**config.mk**
```make
export PLATFORM = sky130hd
export DESIGN_NAME = range_stats
export DESIGN_NICKNAME = d
export VERILOG_FILES = /design/src/rtl/range_stats.sv
export SDC_FILE = /design/constraint.sdc
export NUM_CORES = 1
export LEC_CHECK = 0
export ABC_AREA = 1
export CORE_AREA = 8 8 95 182
export DETAILED_ROUTE_END_ITERATION = 8
export DIE_AREA = 0 0 103 190
export SETUP_SLACK_MARGIN = 0.3
export SYNTH_ARGS = -nofsm -noshare
export SYNTH_HDL_FRONTEND = slang
export SYNTH_SLANG_ARGS = --single-unit
```
**constraint.sdc**
```tcl
create_clock -name clock -period 3.45 [get_ports clock]
set_input_delay 0.5175 -clock clock [delete_from_list [all_inputs] [get_ports clock]]
set_output_delay 0.5175 -clock clock [all_outputs]
set_load 0.01 [all_outputs]
```
**src/rtl/range_stats.sv**
```systemverilog
// Streaming min/max tracker: collects samples from go through finish and
// reports range, max, min or midpoint one cycle after the last sample.
module range_stats #(
  parameter int WIDTH     = 10,
  parameter int CNT_WIDTH = 8,
  parameter bit SIGNED    = 1'b0
) (
  input  logic                 clock,
  input  logic                 reset_n,
  input  logic                 go,
  input  logic                 finish,
  input  logic [WIDTH-1:0]     data_in,
  input  logic [1:0]           mode,
  output logic [WIDTH-1:0]     result,
  output logic                 done,
  output logic                 busy,
  output logic [CNT_WIDTH-1:0] count,
  output logic                 overflow,
  output logic                 error,
  output logic [1:0]           state_dbg
);

  typedef enum logic [1:0] {
    S_IDLE = 2'd0,
    S_RUN  = 2'd1,
    S_DONE = 2'd2
  } state_t;

  state_t               state_q, state_d;
  logic [WIDTH-1:0]     min_q, min_d, max_q, max_d;
  logic [WIDTH-1:0]     result_q, result_d;
  logic [CNT_WIDTH-1:0] cnt_q, cnt_d, count_q, count_d;
  logic [1:0]           mode_q, mode_d;
  logic                 ovf_q, ovf_d, err_q, err_d;

  logic [WIDTH-1:0]     min_run, max_run, stat_sel;
  logic [WIDTH:0]       min_ext, max_ext;
  logic [CNT_WIDTH-1:0] cnt_next;
  logic                 cnt_sat;

  function automatic logic lt(input logic [WIDTH-1:0] a, input logic [WIDTH-1:0] b);
    if (SIGNED) lt = $signed(a) < $signed(b);
    else        lt = a < b;
  endfunction

  // State register
  always_ff @(posedge clock or negedge reset_n) begin
    if (!reset_n) state_q <= S_IDLE;
    else          state_q <= state_d;
  end

  // Next-state logic
  always_comb begin
    state_d = state_q;
    unique case (state_q)
      S_IDLE:  if (go && !finish) state_d = S_RUN;
      S_RUN:   if (finish) state_d = S_DONE;
      S_DONE:  state_d = S_IDLE;
      default: state_d = S_IDLE;
    endcase
  end

  // Output logic
  always_comb begin
    done = 1'b0;
    busy = 1'b0;
    unique case (state_q)
      S_RUN:   busy = 1'b1;
      S_DONE:  done = 1'b1;
      default: ;
    endcase
  end

  // Running extremes include the current sample so the finish cycle counts.
  always_comb begin
    min_run  = lt(data_in, min_q) ? data_in : min_q;
    max_run  = lt(max_q, data_in) ? data_in : max_q;
    min_ext  = SIGNED ? {min_run[WIDTH-1], min_run} : {1'b0, min_run};
    max_ext  = SIGNED ? {max_run[WIDTH-1], max_run} : {1'b0, max_run};
    cnt_sat  = &cnt_q;
    cnt_next = cnt_sat ? cnt_q : cnt_q + CNT_WIDTH'(1);
    unique case (mode_q)
      2'b00:   stat_sel = max_run - min_run;
      2'b01:   stat_sel = max_run;
      2'b10:   stat_sel = min_run;
      default: stat_sel = WIDTH'((min_ext + max_ext) >> 1);
    endcase
  end

  always_comb begin
    min_d    = min_q;
    max_d    = max_q;
    cnt_d    = cnt_q;
    mode_d   = mode_q;
    result_d = result_q;
    count_d  = count_q;
    ovf_d    = ovf_q;
    err_d    = err_q;
    unique case (state_q)
      S_IDLE: begin
        if (go && !finish) begin
          min_d  = data_in;
          max_d  = data_in;
          cnt_d  = CNT_WIDTH'(1);
          mode_d = mode;
          ovf_d  = 1'b0;
          err_d  = 1'b0;
        end else if (go || finish) begin
          err_d = 1'b1;
        end
      end
      S_RUN: begin
        min_d = min_run;
        max_d = max_run;
        cnt_d = cnt_next;
        ovf_d = ovf_q | cnt_sat;
        if (go) err_d = 1'b1;
        // Results land on the edge into DONE so they appear with the done pulse.
        if (finish) begin
          result_d = stat_sel;
          count_d  = cnt_next;
        end
      end
      default: ;
    endcase
  end

  always_ff @(posedge clock or negedge reset_n) begin
    if (!reset_n) begin
      min_q    <= '0;
      max_q    <= '0;
      cnt_q    <= '0;
      mode_q   <= '0;
      result_q <= '0;
      count_q  <= '0;
      ovf_q    <= 1'b0;
      err_q    <= 1'b0;
    end else begin
      min_q    <= min_d;
      max_q    <= max_d;
      cnt_q    <= cnt_d;
      mode_q   <= mode_d;
      result_q <= result_d;
      count_q  <= count_d;
      ovf_q    <= ovf_d;
      err_q    <= err_d;
    end
  end

  assign result    = result_q;
  assign count     = count_q;
  assign overflow  = ovf_q;
  assign error     = err_q;
  assign state_dbg = state_q;

endmodule

```
==> results by stage <==
Outcome:
- The flow ran to the end, and the final reports show no timing, DRC or antenna violations.

Logic synthesis:
- In this run the mean area of a mapped cell was 7.12 sq um.
- After synthesis, the cell types taking the most area are dfrtp_1 30%, nand2_1 14%, ha_1 11%, inv_1 7.3%, nand3_1 5.4%.
- The cell taking the most area after synthesis is dfrtp_1.
- After synthesis, the netlist uses 42 different library cells.
- The post-synthesis compound-gate area fraction was 0.132.
- During synthesis, Yosys emitted a total of 0 warnings.
- The largest family of logic cells by synthesized area is simple AND/OR/NAND/NOR gates.
- The area of the mapped netlist is 4350 sq um.
- The xor-xnor portion of the synthesized cell area is 0.0121.
- The post-synthesis net count is 666.
- Of the post-synthesis cell area, the dominant cell type holds 0.299.
- The number of synthesized flops with an enable pin is 0.
- The fraction of synthesized area in multiplexers is 0.
- The basic-gate share of the synthesized area counting and, or, nand and nor cells is 0.344.
- Synthesis produced 610 cells.
- The most repeated cell in the gate-level netlist after synthesis is nand2_1.
- In this run, synthesis produced a sequential element count of 52.
- The sequential cell area fraction in the yosys report is 0.299.
- The share of flip-flops with an asynchronous set or reset after synthesis is 1.00.
- The commonest cells after synthesis are 164 x nand2_1, 84 x inv_1, 52 x dfrtp_1.
- Among all flip-flop cells after synthesis, the most frequent one is dfrtp_1.
- The arithmetic-cell share of the synthesized area counting full adders, half adders and majority gates is 0.119.

Critical path:
- The worst setup path startpoint is max_q[3].
- In this run the critical register-to-register path is launched from max_q[3].
- The start-to-end type of the worst setup path is flop to flop.
- The required time of the critical path is 3.70 ns.
- The endpoint arrival time on the critical path is 3.25 ns.
- The startpoint type of the worst setup path is a flop.
- The worst setup path is captured at a flop.
- In this run the worst path has a maximum fanout of 7.

STA:
- After routing, the total negative slack on setup checks comes to 0 ns.
- The remaining max-slew budget at the tightest pin is 0.430.
- The setup-violating endpoint count in the final report is 0.
- The final-report hold violation count is 0.
- Derived from the worst setup path, the maximum achievable clock frequency is approximately 0.33 GHz.
- Dividing the final minimum period by the clock period gives 0.869.
- The setup skew after layout is 0.00912 ns.
- Setup repair after global routing could not meet its margin everywhere.
- The final number of max-transition violations is 0.
- For the pin with the worst max-slew slack, the measured transition is 0.852 ns.
- The shortest period the worst path allows is 3.00 ns.

Clock network:
- The clock net in this run drives a total of 52 sinks.
- For the worst-skew pair, the clock arrives at the later sink with an insertion delay of ~0.32 ns.
- The CTS clock-pin slew for the worst setup and hold paths is 0.08 ns.
- The H-tree level count is 2.
- The post-cts hold buffer count is 0.
- In this run the clock root is driven by a clkbuf_16.
- The clock tree from TritonCTS is done.
- The number of clock buffers added by TritonCTS is 5.
- The clock passes through at most 2 buffers.

Routing:
- The first detailed-routing pass ran for 4 iterations.
- The routed wire length per instance is 17.0 um.
- The final layout contains routed wiring with a total length of between 15 and 20 mm.
- The violation count after the first detailed-route iteration is 217.
- The number of nets with antenna violations after detailed routing is 0.
- The via density per instance is 4.96.
- Summing over every cut layer, the via total after detailed routing is 4,703.
- After detailed routing, the number of remaining DRC violations is 0.

Place:
- The number of placed instances, taps included is 934.
- The number of buffer cells added on primary ports is 39.
- At the end of routability-driven placement, the weighted congestion stood at 1.08.
- The HPWL after detailed placement is 13.1 mm.

Floorplanning:
- The area of the core region is 14,800 sq um.
- In this run the vertical extent of the chip is 190 um.
- The area of the die is 19,600 sq um.
- 40 I/O pins were placed.
- The floorplan has 63 rows.
- The die extent in x is 103 um.
- The starting utilization of the core area is 0.293.

Global routing:
- The initial antenna violation count is 0.
- The global-route usage over all layers is 0.170.
- The global route total overflow is 0.
- The via count of the first global-routing pass is 4,846.
- The first-pass GRT wire length is 25.0 mm.
- Entering global routing, the biggest net connects 34 pins.

Final layout:
- In the final design database the tool counted 808 nets.
- Of the cells placed in the final design, the portion with a size suffix greater than 1 is 0.296.
- Summing all flip-flop and latch instances after layout gives 1300 sq um.
- The count of filler cells inserted in the layout is 1,608.
- The repair_antennas step left the layout with diodes totalling 0.
- The final standard cell count with taps included and fillers excluded is 948.
- In the final layout, the multi-input gates occupy 2920 sq um.
- Relative to the synthesized area, the layout overhead comes to 42.0%.

Flow run:
- The count of maximum capacitance violations is 0.

Worst hold path:
- The worst hold path belongs to the class primary input to async pin.
-- stage by stage --
stage / hold WS, ns / setup WS [ns] / area, sq um / util
global placement: 0.462 / -0.524 / 5700 / 0.385
global route: 0.345 / 0.275 / 6170 / 0.416
CTS: 0.325 / 0.285 / 5980 / 0.404
finish: 0.279 / 0.452 / 6170 / 0.416
floorplan: 0.222 / 0.470 / 4350 / -
detailed placement: 0.469 / -0.532 / 5700 / 0.385
-- cell type report --
class,instances,share of cell area
clock buffers,5,0.0203
clock inverters,3,0.00406
inverters,88,0.0539
multi-input cells,456,0.474
flip-flops and latches,52,0.211
well taps,195,0.0395
repair buffers,149,0.197
-- sequential cells by signal, summed over array words and instances (netlist names) --
name	flops
max_q	10
min_q	10
result	10
cnt_q	8
count	8
mode_q	2
state_dbg	2
error	1
overflow	1
-- logic make-up (layout without fill, tap and decap cells) --
logic type      after synthesis  after routing
fa+ha+maj                    40             40
buf+inv                     102            245
xor+xnor                      6              6
compound gates               93             93
flops                        52             52
simple gates                317            317
-- routing by layer --
layer | vias to the layer above | share of wire | wire [um] | GRT usage
met4 | 0 | 0.074 | 1190 | 0.121
met5 | - | 0 | 0 | 0
met2 | 110 | 0.57 | 9270 | 0.338
li1 | 2303 | - | - | -
met3 | 59 | 0.029 | 460 | 0.0201
met1 | 2231 | 0.32 | 5210 | 0.145
-- cell usage in the layout (no fill, tap or decap), types with 10 or more instances in the layout --
cell             Yosys  final
o211ai_1            19     19
nor2_1              36     31
o21ai_0             26     24
inv_1               84     75
inv_2                4     12
a21oi_1             25     19
buf_4                0    100
nand3_1             47     42
ha_1                38     25
nand2_1            164    152
dfrtp_1             52     52
ha_4                 0     10
nand2_2              7     18
nand4_1             26     26
clkdlybuf4s50_1      0     29
-- critical path, cell delays in order (launching register included) --
cell	delay, ns
dfrtp_1	0.43
ha_4	0.28
nand2_1	0.07
nor2_2	0.15
buf_6	0.13
nand3_4	0.09
nand3_4	0.10
buf_12	0.13
nand2_1	0.06
and2_4	0.17
ha_4	0.31
nand2_1	0.12
nor2_2	0.15
nand2_1	0.06
nand3_1	0.13
xor2_1	0.18
nand2_1	0.09
nand3_2	0.14
nor2_1	0.05
nor2_1	0.08
-- timing repair --
item | 4_1_cts | 5_1_grt
pin swaps | 10 | 23
gates resized for setup | 41 | 58
setup buffers | 1 | 3
endpoints found under the setup margin | 9 | 8
gates cloned | 1 | 1
-- path summary, 6_finish.rpt --
path | to | slack (ns) | depth (start not counted)
min in group clock | result[3] | 0.49 | 2
min | min_q[3] | 0.28 | 1
max in group asynchronous | state_dbg[0] | 2.36 | 2
max reg2reg | result[5] | 0.45 | 19
max | result[5] | 0.45 | 19
min reg2reg | result[3] | 0.49 | 2
Power is left out: the tool's default activity adds up to more than one toggle a clock period on the data nets, which glitch-free logic cannot reach.
